## config.mk

```make
export PLATFORM = sky130hd
export DESIGN_NAME = uart_rx_fifo
export DESIGN_NICKNAME = d
export VERILOG_FILES = /design/src/rtl/uart_pkg.sv /design/src/rtl/sync_fifo.sv /design/src/rtl/uart_rx_fifo.sv
export SDC_FILE = /design/constraint.sdc
export NUM_CORES = 1
export LEC_CHECK = 0
export ABC_AREA = 1
export BUFFER_PORTS_ARGS = -buffer_cell sky130_fd_sc_hd__buf_2
export CAP_MARGIN = 20
export CORE_UTILIZATION = 55
export DETAILED_ROUTE_END_ITERATION = 10
export PLACE_DENSITY = 0.72
export SYNTH_ARGS = -nofsm -noshare
export SYNTH_HDL_FRONTEND = slang
export SYNTH_SLANG_ARGS = --single-unit
export TNS_END_PERCENT = 10
```

## constraint.sdc

```tcl
create_clock -name clk -period 3.4 [get_ports clk]
set_input_delay 0.17 -clock clk [delete_from_list [all_inputs] [get_ports clk]]
set_output_delay 0.17 -clock clk [all_outputs]
set_load 0.02 [all_outputs]
```

## src/rtl/uart_pkg.sv

```systemverilog
// Shared types and constants for the UART receive path.
package uart_pkg;

    typedef enum logic [2:0] {
        StIdle,
        StStart,
        StData,
        StStop,
        StWaitIdle
    } rx_state_e;

    localparam int unsigned Ovs           = 16;
    localparam int unsigned ScntW         = $clog2(Ovs);
    localparam logic [ScntW-1:0] MidSample  = ScntW'(7);
    localparam logic [ScntW-1:0] LastSample = ScntW'(15);
    localparam int unsigned DefaultClkDiv = 326;
    localparam int unsigned DivW          = 12;

endpackage

```

## src/rtl/sync_fifo.sv

```systemverilog
// Single-clock first-word-fall-through FIFO; a full FIFO still accepts a write
// when a read happens in the same cycle.
module sync_fifo #(
    parameter int unsigned DEPTH  = 16,
    parameter int unsigned DATA_W = 8
) (
    input  logic                    clk,
    input  logic                    rst,
    input  logic                    wr_en,
    input  logic [DATA_W-1:0]       wr_data,
    input  logic                    rd_en,
    output logic [DATA_W-1:0]       rd_data,
    output logic                    empty,
    output logic                    full,
    output logic [$clog2(DEPTH):0]  count
);

    localparam int unsigned PtrW = $clog2(DEPTH);

    logic [DATA_W-1:0] mem_q [DEPTH];
    logic [PtrW-1:0]   wptr_q, rptr_q;
    logic [PtrW:0]     count_q, count_d;
    logic              do_push, do_pop;

    assign empty   = (count_q == '0);
    assign full    = (count_q == (PtrW+1)'(DEPTH));
    assign count   = count_q;
    assign do_pop  = rd_en & ~empty;
    assign do_push = wr_en & (~full | do_pop);
    // Gate the head so the output reads zero whenever nothing is stored.
    assign rd_data = empty ? '0 : mem_q[rptr_q];

    always_comb begin
        count_d = count_q;
        case ({do_push, do_pop})
            2'b10:   count_d = count_q + (PtrW+1)'(1);
            2'b01:   count_d = count_q - (PtrW+1)'(1);
            default: count_d = count_q;
        endcase
    end

    always_ff @(posedge clk) begin
        if (rst) begin
            wptr_q  <= '0;
            rptr_q  <= '0;
            count_q <= '0;
        end else begin
            if (do_push) wptr_q <= wptr_q + PtrW'(1);
            if (do_pop)  rptr_q <= rptr_q + PtrW'(1);
            count_q <= count_d;
        end
    end

    always_ff @(posedge clk) begin
        if (do_push) mem_q[wptr_q] <= wr_data;
    end

endmodule

```

## src/rtl/uart_rx_fifo.sv

```systemverilog
// 16x-oversampled 8N1 UART receiver feeding a byte FIFO, all in the clk domain.
module uart_rx_fifo
    import uart_pkg::*;
#(
    parameter int unsigned CLK_DIV = DefaultClkDiv,
    parameter int unsigned DEPTH   = 16,
    parameter int unsigned DATA_W  = 8
) (
    input  logic                    clk,
    input  logic                    rst,
    input  logic                    rxd,
    input  logic                    rd_en,
    output logic [DATA_W-1:0]       rd_data,
    output logic                    empty,
    output logic                    full,
    output logic [$clog2(DEPTH):0]  count,
    output logic                    frame_err,
    output logic                    overrun
);

    localparam logic [DivW-1:0] DivLast = DivW'(CLK_DIV - 1);
    localparam logic [2:0]      BitLast = 3'(DATA_W - 1);

    logic              rx_meta_q, rxs_q;
    logic [DivW-1:0]   div_q;
    logic              tick;
    rx_state_e         state_q, state_d;
    logic [ScntW-1:0]  scnt_q, scnt_d;
    logic [2:0]        bcnt_q, bcnt_d;
    logic [DATA_W-1:0] shift_q, shift_d;
    logic              push_q, push_d;
    logic              ferr_q, ferr_d;

    // Free-running divider; deliberately not realigned to the start edge.
    assign tick = (div_q == DivLast);

    always_ff @(posedge clk) begin
        if (rst) begin
            rx_meta_q <= 1'b1;
            rxs_q     <= 1'b1;
            div_q     <= '0;
            state_q   <= StIdle;
            scnt_q    <= '0;
            bcnt_q    <= '0;
            shift_q   <= '0;
            push_q    <= 1'b0;
            ferr_q    <= 1'b0;
        end else begin
            rx_meta_q <= rxd;
            rxs_q     <= rx_meta_q;
            div_q     <= tick ? '0 : div_q + DivW'(1);
            state_q   <= state_d;
            scnt_q    <= scnt_d;
            bcnt_q    <= bcnt_d;
            shift_q   <= shift_d;
            push_q    <= push_d;
            ferr_q    <= ferr_d;
        end
    end

    always_comb begin
        state_d = state_q;
        scnt_d  = scnt_q;
        bcnt_d  = bcnt_q;
        shift_d = shift_q;
        push_d  = 1'b0;
        ferr_d  = 1'b0;
        if (tick) begin
            case (state_q)
                StIdle: begin
                    if (!rxs_q) begin
                        state_d = StStart;
                        scnt_d  = '0;
                    end
                end
                StStart: begin
                    if (scnt_q == MidSample) begin
                        scnt_d  = '0;
                        bcnt_d  = '0;
                        state_d = rxs_q ? StIdle : StData;
                    end else begin
                        scnt_d = scnt_q + ScntW'(1);
                    end
                end
                StData: begin
                    scnt_d = scnt_q + ScntW'(1);
                    if (scnt_q == LastSample) begin
                        shift_d = {rxs_q, shift_q[DATA_W-1:1]};
                        bcnt_d  = bcnt_q + 3'd1;
                        if (bcnt_q == BitLast) begin
                            state_d = StStop;
                            scnt_d  = '0;
                        end
                    end
                end
                StStop: begin
                    scnt_d = scnt_q + ScntW'(1);
                    if (scnt_q == LastSample) begin
                        if (rxs_q) begin
                            push_d  = 1'b1;
                            state_d = StIdle;
                        end else begin
                            ferr_d  = 1'b1;
                            state_d = StWaitIdle;
                        end
                    end
                end
                StWaitIdle: begin
                    // Hold off a held-low break from looking like a new start bit.
                    if (rxs_q) state_d = StIdle;
                end
                default: state_d = StIdle;
            endcase
        end
    end

    assign frame_err = ferr_q;
    assign overrun   = push_q & full & ~rd_en;

    sync_fifo #(
        .DEPTH  (DEPTH),
        .DATA_W (DATA_W)
    ) u_fifo (
        .clk     (clk),
        .rst     (rst),
        .wr_en   (push_q),
        .wr_data (shift_q),
        .rd_en   (rd_en),
        .rd_data (rd_data),
        .empty   (empty),
        .full    (full),
        .count   (count)
    );

endmodule

```

# [After elaboration in Yosys (flattened, before gate mapping)]
# Memory sizes are Yosys's and may differ from the RTL's. A register that Yosys moved wholly into a read port is not among the register bits.
# Index checks and enable logic that the tools add are counted.
[classes] n_addsub=7 eq_ne=17 muxes=25 bitwise_logic=11 n_reduce_logical=11
[op_table] op="$mux 3" count=9
[op_table] op="$mux 4" count=6
[op_table] op="$pmux 4 s4" count=1
[op_table] op="$pmux 3 s5" count=1
[op_table] op="$add 12x1->12 const B" count=1
[op_table] op="$add 4x1->4 const B" count=3
[op_table] op="$eq 12x9->1 const B" count=1
[op_table] op="$ne 2x2->1 const B" count=6
[op_table] op="$pmux 5 s2" count=1
[op_table] op="$mux 8" count=1
[op_table] op="$reduce_and 7->1" count=1
[op_table] op="$eq 3x2->1 const B" count=2
[op_table] op="$eq 3x3->1 const B" count=2
[op_table] op="$not 1->1" count=6
[op_table] op="$pmux 3 s2" count=1
[op_table] op="$reduce_and 3->1" count=2
[op_table] op="$add 5x1->5 const B" count=1
[op_table] op="$eq 5x5->1 const B" count=1
[op_table] op="$logic_not 5->1" count=1
[op_table] op="$sub 5x1->5 const B" count=1
[op_table] op="$and 1x1->1" count=4
[op_table] op="$eq 4x3->1 const B" count=1
[op_table] op="$eq 4x4->1 const B" count=1
[op_table] op="$mux 1" count=4
[op_table] op="other kinds (12)" count=13
[totals] reg_bits=47 ramBits=128 input_bits=4 output_inout_bits=17 word_cells=84 memories=1
[memory_table] memory="u_fifo.mem_q" words=16 word_bits=8 read_ports=1 rd_ports_with_merged_regs=1 wr=1 line_no="sync_fifo.sv:20" source="logic [DATA_W-1:0] mem_q [DEPTH];"

# [Longest topological paths before layout]
# Gate-level depths: netlist of run 1.
[logic_depth] word_depth=7 mapped_depth=17

# [Modules after synthesis]
# From an unflattened synthesis of run 1, not the netlist that was laid out.
[hier_totals] hier_cells=788 area_unflattened_um2=7863.8
[modules_own_cells] mod="sync_fifo" instances=1 cells_each=554 area_per_inst_um2=6169.7 seq_area_each_um2=4184.0
[modules_own_cells] mod="uart_rx_fifo" instances=1 cells_each=234 area_per_inst_um2=1694.1 seq_area_each_um2=680.7

# [Least setup slack after synthesis of run 1]
# No wires, ideal clock.
[synth_path] path_type="register -> register" start="reg u_fifo.count_q[2] (netlist: u_fifo.count[2])" end="reg u_fifo.count_q[4] (netlist: u_fifo.count[4])" t_arrival_ns=2.382 path_slack_ns=0.948 stages_incl_launch_ff=18 period_less_slack_ns=2.452 cell_sequence="dfxtp_1 > nor2_1 > nand3_1 > nor2_2 > nand2_2 > nand2_2 > buf_2 > ha_1 > xor2_1 > ha_1 > inv_1 > nand2_1 > nand3_1 > nand2_1 > nand2_1 > nand2_1 > nand2_1 > a21oi_1"
[synth_between] elab_cells_between_ends=13
[synth_lines] element="start, declared" line_no="sync_fifo.sv:22" source="logic [PtrW:0] count_q, count_d;"
[synth_lines] element="start signal, assigned" line_no="sync_fifo.sv:50" source="count_q <= count_d;"
[synth_lines] element="$eq 5x5->1 *" line_no="sync_fifo.sv:26" source="assign full = (count_q == (PtrW+1)'(DEPTH));"
[synth_lines] element="via full" line_no="uart_rx_fifo.sv:15" source="output logic full,"
[synth_lines] element="$not 1->1 *" line_no="sync_fifo.sv:29" source="assign do_push = wr_en & (~full | do_pop);"
[synth_lines] element="$or 1x1->1 *" line_no="sync_fifo.sv:29"
[synth_lines] element="$and 1x1->1 *" line_no="sync_fifo.sv:29"
[synth_lines] element="$eq 2x1->1 / $eq 2x2->1 (equally long branches)" line_no="sync_fifo.sv:35" source="case ({do_push, do_pop})"
[synth_lines] element="$pmux 5 s2 / $reduce_bool 2->1 (equally long branches)"
# Mark *: on every way through the listed nets, which the timed path passes. The rest lies on a longest branch.
# A chain may end at the register's enable or synchronous reset.

==> metrics.md, run 1 <==
| Metric | Value |
|---|---|
| CTS Buf Count | `17` |
| WL final | `roughly 17,000 µm` |
| Rows | `42` |
| RR Endpoint | `u_fifo.count[4]$_SDFFE_PP0P_` |
| Power Dens Cells | `between 700 and 800 nW/µm²` |
| Initial drt markers | `between 500 and 600` |
| CP Capture Type | `output port` |
| Kind of start point of the critical path | `flip-flop` |
| Syn_nets | `816` |
| Combinational share of power | `27.9%` |
| Total gr overflow | `0` |
| Die Ht | `about 120 µm` |
| Netlist cell types | `29` |
| TritonCTS Sinks | `between 150 and 200` |
| Clock Root Buffer | `clkbuf_16` |
| Hold Path Class | `in2reg` |
| Top_reg_cell synth | `edfxtp_1` |
| Hold Path Depth | `4` |
| R2R Setup Slk | `780 ps` |
| PortBufs | `20` |
| WL/cell | `16.8 µm` |
| Initial antenna violation count | `0` |
| Vias in the first global route | `roughly 5,600` |
| Slowest cell on crit path | `inv_2` |
| Crit path cell chain | `inv_2 > buf_4 > nand2_1 > nand3_1 > nand3_1 > nand2_1 > nand2_1 > a21oi_1 > buf_2` |
| Pleak | `3.40 nW` |
| Layout cells sized above 1 | `between 10% and 20%` |
| Via Count | `between 5,000 and 6,000` |
| Sequential element share of the synthesized area | `a little over three fifths` |
| Fin crit share | `80.2%` |
| Synth Area in Compound Gates | `roughly 3.3%` |
| Worst setup path category | `reg2out` |
| Critical Path Sink | `rd_data[0]` |
| Storage element area | `~4900 µm²` |
| Multi-input logic area | `between 2000 and 2500 µm²` |
| First-pass GRT wire length | `between 20,000 and 30,000 µm` |
| YS warnings | `0` |
| Post-synthesis mux area share | `0%` |
| Final setup skew | `around 7.5 ps` |
| Core ar. | `13,500 µm²` |
| CP Max Fanout | `between 50 and 60` |
| N_diodes | `0` |
| Sw Ratio | `around a third` |
| TNS Setup | `0 ps` |
| Largest net degree at the start of global routing | `65` |
| Outcome | `complete, no violations` |
| Worst-skew pair later-pin latency | `430 ps` |
| Global placer's final weighted congestion | `between 0.8 and 0.9` |
| Worst EP arrival | `approximately 2600 ps` |
| Relative slew slack | `~28%` |
| # Max-Cap Violations | `0` |
| Adder-cell share of the synthesized area | `~2.3%` |
| DRT Pass-1 Iters | `5` |
| DRC Markers | `0` |
| Hold Vio Cnt, Final | `0` |
| Cell count after synthesis | `~800` |
| RSZ-0062 raised after global routing | `no` |
| I/O Pins | `21` |
| FF+latch count, synth | `between 150 and 200` |
| WHS | `about 120 ps` |
| Endpoints failing setup | `0` |
| Die ar. | `14,500 µm²` |
| Int Pwr | `between 0.004 and 0.005 W` |
| Post-route ant nets | `0` |
| F_max | `between 300 and 400 MHz` |
| Slew @ Worst Pin | `1080 ps` |
| Reg2Reg Depth | `16` |
| Synth Area in Simple Gates | `25.7%` |
| Worst path most repeated cell | `nand2_1` |
| Sw Pwr | `between 0.002 and 0.0025 W` |
| Xor and xnor fraction of the mapped netlist area | `0.907%` |
| Vias per inst | `roughly 5.6` |
| CTS tree | `built` |
| Synthesis-to-finish area growth | `12.3%` |
| Syn_area_per_cell | `9.68 µm²` |
| Total of fill cells in the finished design | `roughly 1,100` |
| Seq pwr share | `between 30% and 40%` |
| WP data required | `about 3200 ps` |
| Die Width | `about 120 µm` |
| Number of synthesized flops with an enable pin | `around 130` |
| Reg2Reg Launch Point | `u_fifo.count[2]$_SDFFE_PP0P_` |
| Final worst path period need | `2730 ps` |
| Slew Limit Fails | `0` |
| H-tree depth | `4` |
| Asr flop ratio synth | `0%` |
| Synthesized area | `roughly 7700 µm²` |
| HPWL after DPL | `roughly 11,000 µm` |
| Clock Power Share | `between 30% and 40%` |
| VDD IR max | `0.000532 V` |
| GRT Total Usage | `25.2%` |
| Initial Utilization | `between 50% and 60%` |
| Max incr delay on CP | `680 ps` |
| Clk slew on worst S/H paths | `approximately 60 ps` |
| Largest family of logic cells by synthesized area | `simple AND/OR/NAND/NOR gates` |
| Clock Tree Buf Depth | `2` |
| Nets | `approximately 840` |
| Post-CTS Setup Bufs | `0` |
critical path, delay by kind of cell (launching register included):
kind	cells	cell delay (ps)
and+or+nand+nor	5	330
AOI/OAI and AO/OA	1	200
buffers and inverters	3	1200
DFF	1	330
layout make-up:
cell class | count | share of cell area [%]
repair buffers | 41 | 3.17
clock inverters | 13 | 1.82
multi-input cells | 530 | 28.7
inverters | 56 | 2.42
well taps | 176 | 2.54
clock buffers | 19 | 5.22
flip-flops and latches | 179 | 56.1
cells in the mapped netlist, types with 2 or more instances:
| cell type | instances | area share [%] |
|---|---|---|
| a21oi_1 | 38 | 2.5 |
| buf_2 | 17 | 1.1 |
| buf_6 | 2 | 0.29 |
| clkbuf_1 | 13 | 0.63 |
| clkinv_1 | 2 | 0.097 |
| dfxtp_1 | 51 | 13 |
| edfxtp_1 | 128 | 50 |
| ha_1 | 14 | 2.3 |
| inv_1 | 49 | 2.4 |
| inv_2 | 5 | 0.24 |
| nand2_1 | 246 | 12 |
| nand2_2 | 4 | 0.32 |
| nand3_1 | 123 | 8.0 |
| nand4_1 | 12 | 0.97 |
| nor2_1 | 40 | 1.9 |
| nor2_2 | 3 | 0.24 |
| nor3_1 | 22 | 1.4 |
| o21ai_0 | 10 | 0.65 |
| or2_2 | 3 | 0.24 |
| xor2_1 | 7 | 0.79 |
kinds of logic (layout without fill, tap and decap cells):
group,Yosys count,count (layout)
AOI/OAI and AO/OA,50,50
DFF,179,179
buffers and inverters,89,129
and+or+nand+nor,458,458
adders and majority gates,14,14
xor gates and xnor gates,8,8
power by group through the flow:
| stage | clock network, W | logic, W | registers (W) |
|---|---|---|---|
| 4_1_cts | 0.00202 | 0.00169 | 0.00242 |
| 2_1_floorplan | 0 | 0.00120 | 0.00249 |
| 3_5_place_dp | 0 | 0.00167 | 0.00247 |
| 6_report | 0.00200 | 0.00172 | 0.00242 |
| 5_1_grt | 0.00211 | 0.00191 | 0.00243 |
| 3_3_place_gp | 0 | 0.00165 | 0.00246 |
cell usage in the layout (no fill, tap or decap), types with 10 or more instances in the layout:
cell type	instances
a21oi_1	38
nand4_1	12
clkbuf_16	17
buf_4	16
ha_1	14
buf_2	22
inv_1	49
nand3_1	123
dfxtp_1	50
nor2_1	40
o21ai_0	10
edfxtp_1	128
nand2_1	246
nor3_1	22
worst min path at each step:
stage / from / end / slack [ps]
5_1_grt: rd_en / u_fifo.rptr_q[3]$_SDFFE_PP0P_ / 150
3_3_place_gp: rxd / rx_meta_q$_SDFF_PP1_ / 360
3_5_place_dp: rxd / rx_meta_q$_SDFF_PP1_ / 360
4_1_cts: rd_en / u_fifo.rptr_q[3]$_SDFFE_PP0P_ / 110
2_1_floorplan: rxd / rx_meta_q$_SDFF_PP1_ / 270
6_report: rd_en / u_fifo.rptr_q[3]$_SDFFE_PP0P_ / 120
through the flow:
stage / cells / cell area, µm² / worst slack, ps / utilization [%] / total power [W]
2_1_floorplan: 798 / 7720 / 948 / - / 0.00369
3_3_place_gp: 977 / 8010 / 905 / 59.5 / 0.00411
3_5_place_dp: 977 / 8010 / 830 / 59.5 / 0.00414
4_1_cts: 1010 / 8630 / 661 / 64.1 / 0.00613
5_1_grt: 1014 / 8670 / 483 / 64.5 / 0.00645
6_report: 1014 / 8670 / 674 / 64.5 / 0.00615
metal layers:
layer | up-vias | track usage, % | wire, µm
li1 | 2751 | - | -
met1 | 2708 | 31.6 | 7190
met2 | 190 | 42.3 | 8490
met3 | 26 | 4.76 | 1020
met4 | 0 | 11.7 | 367
met5 | - | 0 | 0
state kept, by name, indices dropped and copies added (netlist names), named ones only:
name           flops
u_fifo.wptr_q      4
rxs_q              1
shift_q            8
bcnt_q             3
push_q             1
scnt_q             4
div_q             12
state_q            3
u_fifo.mem_q     128
frame_err          1
u_fifo.rptr_q      4
rx_meta_q          1
u_fifo.count       5
timing repair:
| item | CTS | global route |
|---|---|---|
| gates resized for setup | 0 | 0 |
| endpoints found under the hold margin | 1 | 0 |
| hold buffers | 1 | 0 |
Power figures use the tool's default switching activity.
==> run 2: changes to the inputs <==
- ABC_AREA: 1 -> 0
- clock period: 3.4 -> 2.8 ns (I/O delays scaled with it)
==> run 2 against run 1 <==
Clock-buffer cell count is 2 lower. Final area is 3.2% lower. Synthesized cell count shrank 36%. Worst setup slack lost 620 ps. First-iteration DRC count fell by 33%. Clock power grew 4%.
==> metrics.md, run 2 <==
| Metric | Value |
|---|---|
| Adder-cell share of the synthesized area | `between 2 and 2.5%` |
| Clock Root Buffer | `clkbuf_16` |
| Max FFs per register | `between 100 and 150` |
| Slowest cell on crit path | `or4_4` |
| Area post-placement | `between 7000 and 8000 µm²` |
| Synth Area in Simple Gates | `9.45%` |
| Hold Vio Cnt, Final | `0` |
| Final setup skew | `around 5.7 ps` |
| Via Count | `~4,400` |
| WL/cell | `around 20 µm` |
| Sw Pwr | `around 0.0016 W` |
| Number of synthesized flops with an enable pin | `between 100 and 150` |
| Top reg by flops | `u_fifo.mem_q` |
| Synth top area cells | `edfxtp_1, dfxtp_1, mux4_2` |
| Initial drt markers | `a little under 400` |
| WP data required | `roughly 3100 ps` |
| YS warnings | `0` |
| Xor and xnor fraction of the mapped netlist area | `around 2.4%` |
| Commonest cells in the netlist | `edfxtp_1, dfxtp_1, nor2_1` |
| Synthesized area | `roughly 7500 µm²` |
| RSZ-0062 raised after global routing | `yes` |
| Core ar. | `about 13,000 µm²` |
| Combinational share of power | `17.3%` |
| CTS Buf Count | `17` |
| Crit path depth | `9` |
| Crit path max-delay family | `simple AND/OR/NAND/NOR gates` |
| Clock Power Share | `between 30% and 40%` |
| CP Capture Type | `flip-flop` |
| # Max-Cap Violations | `0` |
| Reg2Reg Depth | `9` |
| Pleak | `2.75 nW` |
| Hold Path Depth | `4` |
| DRC Markers | `0` |
| Finished Cell Area | `around 8400 µm²` |
| Final worst path period need | `between 2000 and 3000 ps` |
| Commonest cells after routing, fill and taps aside | `edfxtp_1, dfxtp_1, nor2_1` |
| Fin crit share | `a little over nine tenths` |
| Clock Tree Buf Depth | `2` |
| Asr flop ratio synth | `0%` |
| Max incr delay on CP | `570 ps` |
| Nets | `561` |
| Largest registers | `u_fifo.mem_q x128, div_q x12, shift_q x8` |
| Die Ht | `~120 µm` |
| Multi-input logic area | `approximately 2500 µm²` |
| Initial Utilization | `a little under three fifths` |
| Total gr overflow | `0` |
| Crit path cell chain | `or4_4 > o21ai_1 > inv_1 > ha_4 > buf_4 > ha_1 > or3b_2 > a221o_1 > o221ai_1` |
| N_diodes | `0` |
| Kind of start point of the critical path | `flip-flop` |
| Total of fill cells in the finished design | `about 1,000` |
| Count leader, synth | `edfxtp_1` |
| Leading area contributor after synthesis | `edfxtp_1` |
| FF+latch count, synth | `about 180` |
| Syn_area_per_cell | `14.6 µm²` |
| Global placer's final weighted congestion | `around 0.76` |
| WHS | `between 150 and 200 ps` |
| Share of the synthesized area in the top cell type | `about 52%` |
| Int Pwr | `0.00444 W` |
| Top_reg_cell synth | `edfxtp_1` |
| DRT Pass-1 Iters | `4` |
| Worst EP arrival | `around 3000 ps` |
| CTS tree | `built` |
| Synthesis-to-finish area growth | `12.6%` |
| Initial antenna violation count | `0` |
| GRT Total Usage | `between 20% and 30%` |
| Synth Area in Compound Gates | `under 10%` |
| Netlist cell types | `56` |
| VDD IR max | `around 0.00047 V` |
| Die ar. | `~14,000 µm²` |
| TNS Setup | `0 ps` |
| Endpoints failing setup | `0` |
| Rows | `42` |
| Outcome | `complete, no violations` |
| Storage element area | `4870 µm²` |
| Largest family of logic cells by synthesized area | `multiplexers` |
| Worst-skew pair later-pin latency | `approximately 420 ps` |
| Non-Filler Instances | `between 700 and 800` |
| Vias in the first global route | `about 4,300` |
| CP Max Fanout | `9` |
| Slew Limit Fails | `0` |
| Vias per inst | `6.05` |
| Die Width | `about 120 µm` |
| Post-synthesis mux area share | `about an eighth` |
| Relative slew slack | `31.1%` |
| Cell count after placement | `approximately 700` |
| Power Dens Cells | `about 700 nW/µm²` |
| Syn_nets | `about 530` |
| First-pass GRT wire length | `between 20,000 and 25,000 µm` |
| WL final | `between 10,000 and 15,000 µm` |
| Slew @ Worst Pin | `roughly 1000 ps` |
| Largest net degree at the start of global routing | `43` |
| F_max | `around 360 MHz` |
| Hold Path Class | `in2reg` |
| TritonCTS Sinks | `~180` |
| Dpl ws | `-7.93 ps` |
| Cell count after synthesis | `just over 500` |
| Sw Ratio | `roughly a quarter` |
| WP buf/inv | `2` |
| Layout cells sized above 1 | `22.1%` |
| H-tree depth | `4` |
| Clk slew on worst S/H paths | `approximately 60 ps` |
| Final WS setup | `~52 ps` |
| Commonest non-fill, non-tap cell in the layout | `edfxtp_1` |
| Post-route ant nets | `0` |
| Seq pwr share | `48.1%` |
| Sequential element share of the synthesized area | `approximately two thirds` |
| Worst setup path category | `reg2reg` |
| I/O Pins | `21` |
| PortBufs | `20` |
| HPWL after DPL | `9130 µm` |
run 2: changes by cell type after synthesis, sizes merged, moves of 8 or more:
cell    delta
nand2    -232
nand3    -108
inv       -44
mux4      +32
mux2i     +20
a21oi     -19
buf       -12
nor3      -11
o22ai     +10
xnor2     +10
clkbuf     +8
o31ai      +8
run 2: final cells by class:
class / count / area share [%]
well taps: 176 / 2.62
clock inverters: 15 / 1.09
inverters: 11 / 0.492
flip-flops and latches: 179 / 58.0
repair buffers: 43 / 3.43
multi-input cells: 291 / 29.3
clock buffers: 17 / 5.07
run 2: power by group through the flow:
stage	logic [W]	clock network (W)	registers, W
finish	0.00103	0.00208	0.00288
global route	0.00111	0.00220	0.00289
global placement	0.00100	0	0.00294
detailed placement	0.00102	0	0.00294
CTS	0.00104	0.00210	0.00289
floorplan	0.000767	0	0.00293
run 2: logic make-up after synthesis:
logic type | Yosys count
buffers and inverters | 40
AOI/OAI and AO/OA | 68
muxes | 53
and+or+nand+nor | 136
DFF | 179
xor gates and xnor gates | 20
adders and majority gates | 14
run 2: timing repair:
action	in CTS	in global routing
setup endpoints to repair	2	2
hold buffers	1	0
buffers inserted	0	1
gates resized for setup	1	0
endpoints found under the hold margin	1	0
pin swaps	0	2
run 2: tightest hold or removal path, delay by kind of cell:
family | cells | cell delay (ps)
AO/OA/AOI/OAI | 1 | 110
XOR/XNOR | 1 | 80
buffers and inverters | 1 | 140
AND/OR/NAND/NOR | 1 | 100
run 2: routing by layer:
layer	track usage (%)	up-vias	part of all wire, %
met4	8.54	0	1.8
met2	35.7	147	50
met3	3.43	24	5.2
met5	0	-	0
met1	30.0	2221	43
li1	-	2034	-
run 2: worst paths after layout:
check	startpoint	end	slack, ps
max reg2reg	u_fifo.count[0]$_SDFFE_PP0P_	u_fifo.count[3]$_SDFFE_PP0P_	50
min reg2reg	rx_meta_q$_SDFF_PP1_	rxs_q$_SDFF_PP1_	420
min	rd_en	u_fifo.rptr_q[3]$_SDFFE_PP0P_	190
max	u_fifo.count[0]$_SDFFE_PP0P_	u_fifo.count[3]$_SDFFE_PP0P_	50
run 2: metrics by stage:
stage	util [%]	power, W
2_1_floorplan	-	0.00369
3_3_place_gp	59.3	0.00394
3_5_place_dp	59.3	0.00396
4_1_cts	63.3	0.00603
5_1_grt	63.4	0.00620
6_report	63.4	0.00599
==> run 3: changes to the inputs <==
- clock period: 2.8 -> 3.3 ns (I/O delays scaled with it)
==> run 3 against run 2 <==
Global-route usage shrank 0.70 points. Critical endpoint is now u_fifo.count[4]$_SDFFE_PP0P_. Largest power group unchanged. Die area is the same. Final cell count down 1.5%.
==> metrics.md, run 3 (synthesized netlist as in run 2, its figures left out) <==
| Metric | Value |
|---|---|
| WL final | `about 14,000 µm` |
| Combinational share of power | `between 10% and 20%` |
| WL/cell | `approximately 19 µm` |
| Core ar. | `13,200 µm²` |
| Layout cells sized above 1 | `19.4%` |
| Final worst path period need | `a little over 3000 ps` |
| HPWL after DPL | `roughly 8700 µm` |
| H-tree depth | `4` |
| Power Dens Cells | `~660 nW/µm²` |
| CTS Buf Count | `17` |
| Die ar. | `roughly 14,000 µm²` |
| Post-route ant nets | `0` |
| Commonest non-fill, non-tap cell in the layout | `edfxtp_1` |
| Commonest cells after routing, fill and taps aside | `edfxtp_1, dfxtp_1, nor2_1` |
| Sw Pwr | `around 0.0013 W` |
| Sw Ratio | `between 20% and 30%` |
| DRC Markers | `0` |
| Relative slew slack | `between 40% and 50%` |
| Largest net degree at the start of global routing | `between 40 and 50` |
| Die Width | `~120 µm` |
| Crit path cell chain | `or4_1 > o31a_1 > inv_1 > ha_2 > xor2_1 > ha_1 > a21oi_1 > a221o_1 > a2111o_1 > o2111ai_1` |
| DRT Pass-1 Iters | `5` |
| Initial Utilization | `a little under three fifths` |
| WP buf/inv | `1` |
| Via Count | `approximately 4,300` |
| First-pass GRT wire length | `roughly 22,000 µm` |
| Worst setup path category | `reg2reg` |
| Max incr delay on CP | `about 590 ps` |
| Initial antenna violation count | `0` |
| Seq pwr share | `44.6%` |
| Post-CTS Setup Bufs | `0` |
| Worst-skew pair later-pin latency | `between 400 and 500 ps` |
| Hold Vio Cnt, Final | `0` |
| CP Capture Type | `flip-flop` |
| Hold Path Class | `in2reg` |
| GRT Total Usage | `21.3%` |
| VDD IR max | `about 0.00046 V` |
| I/O Pins | `21` |
| Non-Filler Instances | `721` |
| CP Max Fanout | `10` |
| TNS Setup | `0 ps` |
| Vias in the first global route | `between 4,000 and 5,000` |
| PortBufs | `20` |
| Slowest cell on crit path | `or4_1` |
| Endpoints failing setup | `0` |
| Final setup skew | `about 8.8 ps` |
| Outcome | `complete, no violations` |
| Crit path max-delay family | `compound AO/OA/AOI/OAI gates` |
| Slew Limit Fails | `0` |
| Worst EP arrival | `3400 ps` |
| Initial drt markers | `~360` |
| Clk slew on worst S/H paths | `about 60 ps` |
| Fin crit share | `92.7%` |
| RSZ-0062 raised after global routing | `no` |
| F_max | `327 MHz` |
| N_diodes | `0` |
| Clock Tree Buf Depth | `2` |
| Rows | `42` |
| Vias per inst | `just under 6` |
| Global placer's final weighted congestion | `0.804` |
| Slew @ Worst Pin | `approximately 840 ps` |
| Total gr overflow | `0` |
| CTS tree | `built` |
| WP data required | `3640 ps` |
| Pleak | `2.77 nW` |
| Die Ht | `between 100 and 150 µm` |
| # Max-Cap Violations | `0` |
| Int Pwr | `roughly 0.0042 W` |
| Clock Power Share | `roughly two fifths` |
| Synthesis-to-finish area growth | `13.3%` |
| Kind of start point of the critical path | `flip-flop` |
| Top reg by flops | `u_fifo.mem_q` |
| Clock Root Buffer | `clkbuf_16` |
| Total chip power | `0.00553 W` |
| Cell count after placement | `a little under 700` |
| Largest registers | `u_fifo.mem_q x128, div_q x12, shift_q x8` |
| TritonCTS Sinks | `179` |
| Max FFs per register | `approximately 130` |
| Nets | `550` |
-- run 3: final timing paths --
kind,start,to,slack (ps),cells after the start
min reg2reg,rx_meta_q$_SDFF_PP1_,rxs_q$_SDFF_PP1_,420,1
max,u_fifo.count[0]$_SDFFE_PP0P_,u_fifo.count[4]$_SDFFE_PP0P_,240,10
max reg2reg,u_fifo.count[0]$_SDFFE_PP0P_,u_fifo.count[4]$_SDFFE_PP0P_,240,10
min,rd_en,flip-flop,200,4
-- run 3: worst reg2reg max path, stage by stage, from the launching register on --
cell and delay (ps):
dfxtp_1 370, or4_1 590, o31a_1 360, inv_1 160, ha_2 300, xor2_1 170
ha_1 180, a21oi_1 70, a221o_1 330, a2111o_1 380, o2111ai_1 70
-- run 3: repair_timing --
action,4_1_cts,5_1_grt
setup endpoints to repair,0,1
hold buffers,1,0
endpoints found under the hold margin,1,0
resized for setup,0,1
-- run 3: power groups by stage --
stage / Clock [W] / Combinational (W) / Sequential [W]
final: 0.00227 / 0.000792 / 0.00247
after global routing: 0.00238 / 0.000856 / 0.00248
after CTS: 0.00229 / 0.000801 / 0.00247
after detailed placement: 0 / 0.000797 / 0.00252
after global placement: 0 / 0.000783 / 0.00252
after floorplan: 0 / 0.000621 / 0.00248
-- run 3: final cells by class --
| cell class | count | area [µm²] |
|---|---|---|
| flip-flops and latches | 179 | 4870 |
| fillers | 976 | 4800 |
| multi-input cells | 291 | 2440 |
| clock buffers | 17 | 425 |
| clock inverters | 15 | 250 |
| well taps | 176 | 220 |
| repair buffers | 32 | 205 |
| inverters | 11 | 41.3 |
-- run 3: metal layers --
layer	vias to the layer above	part of all wire [%]	wire (µm)	GRT usage (%)
met5	-	0	0	0
met4	0	1.3	175	6.88
met1	2145	45	6280	29.2
li1	2015	-	-	-
met3	18	5.0	697	4.87
met2	120	49	6810	33.9
-- run 3: through the flow --
stage	setup slack [ps]	hold WS [ps]	instance area, µm²	util [%]
floorplan	35.0	269	7450	-
global placement	310	350	7760	58.6
detailed placement	188	352	7760	58.6
CTS	171	189	8440	63.8
global route	80.6	240	8450	63.8
finish	239	200	8450	63.8
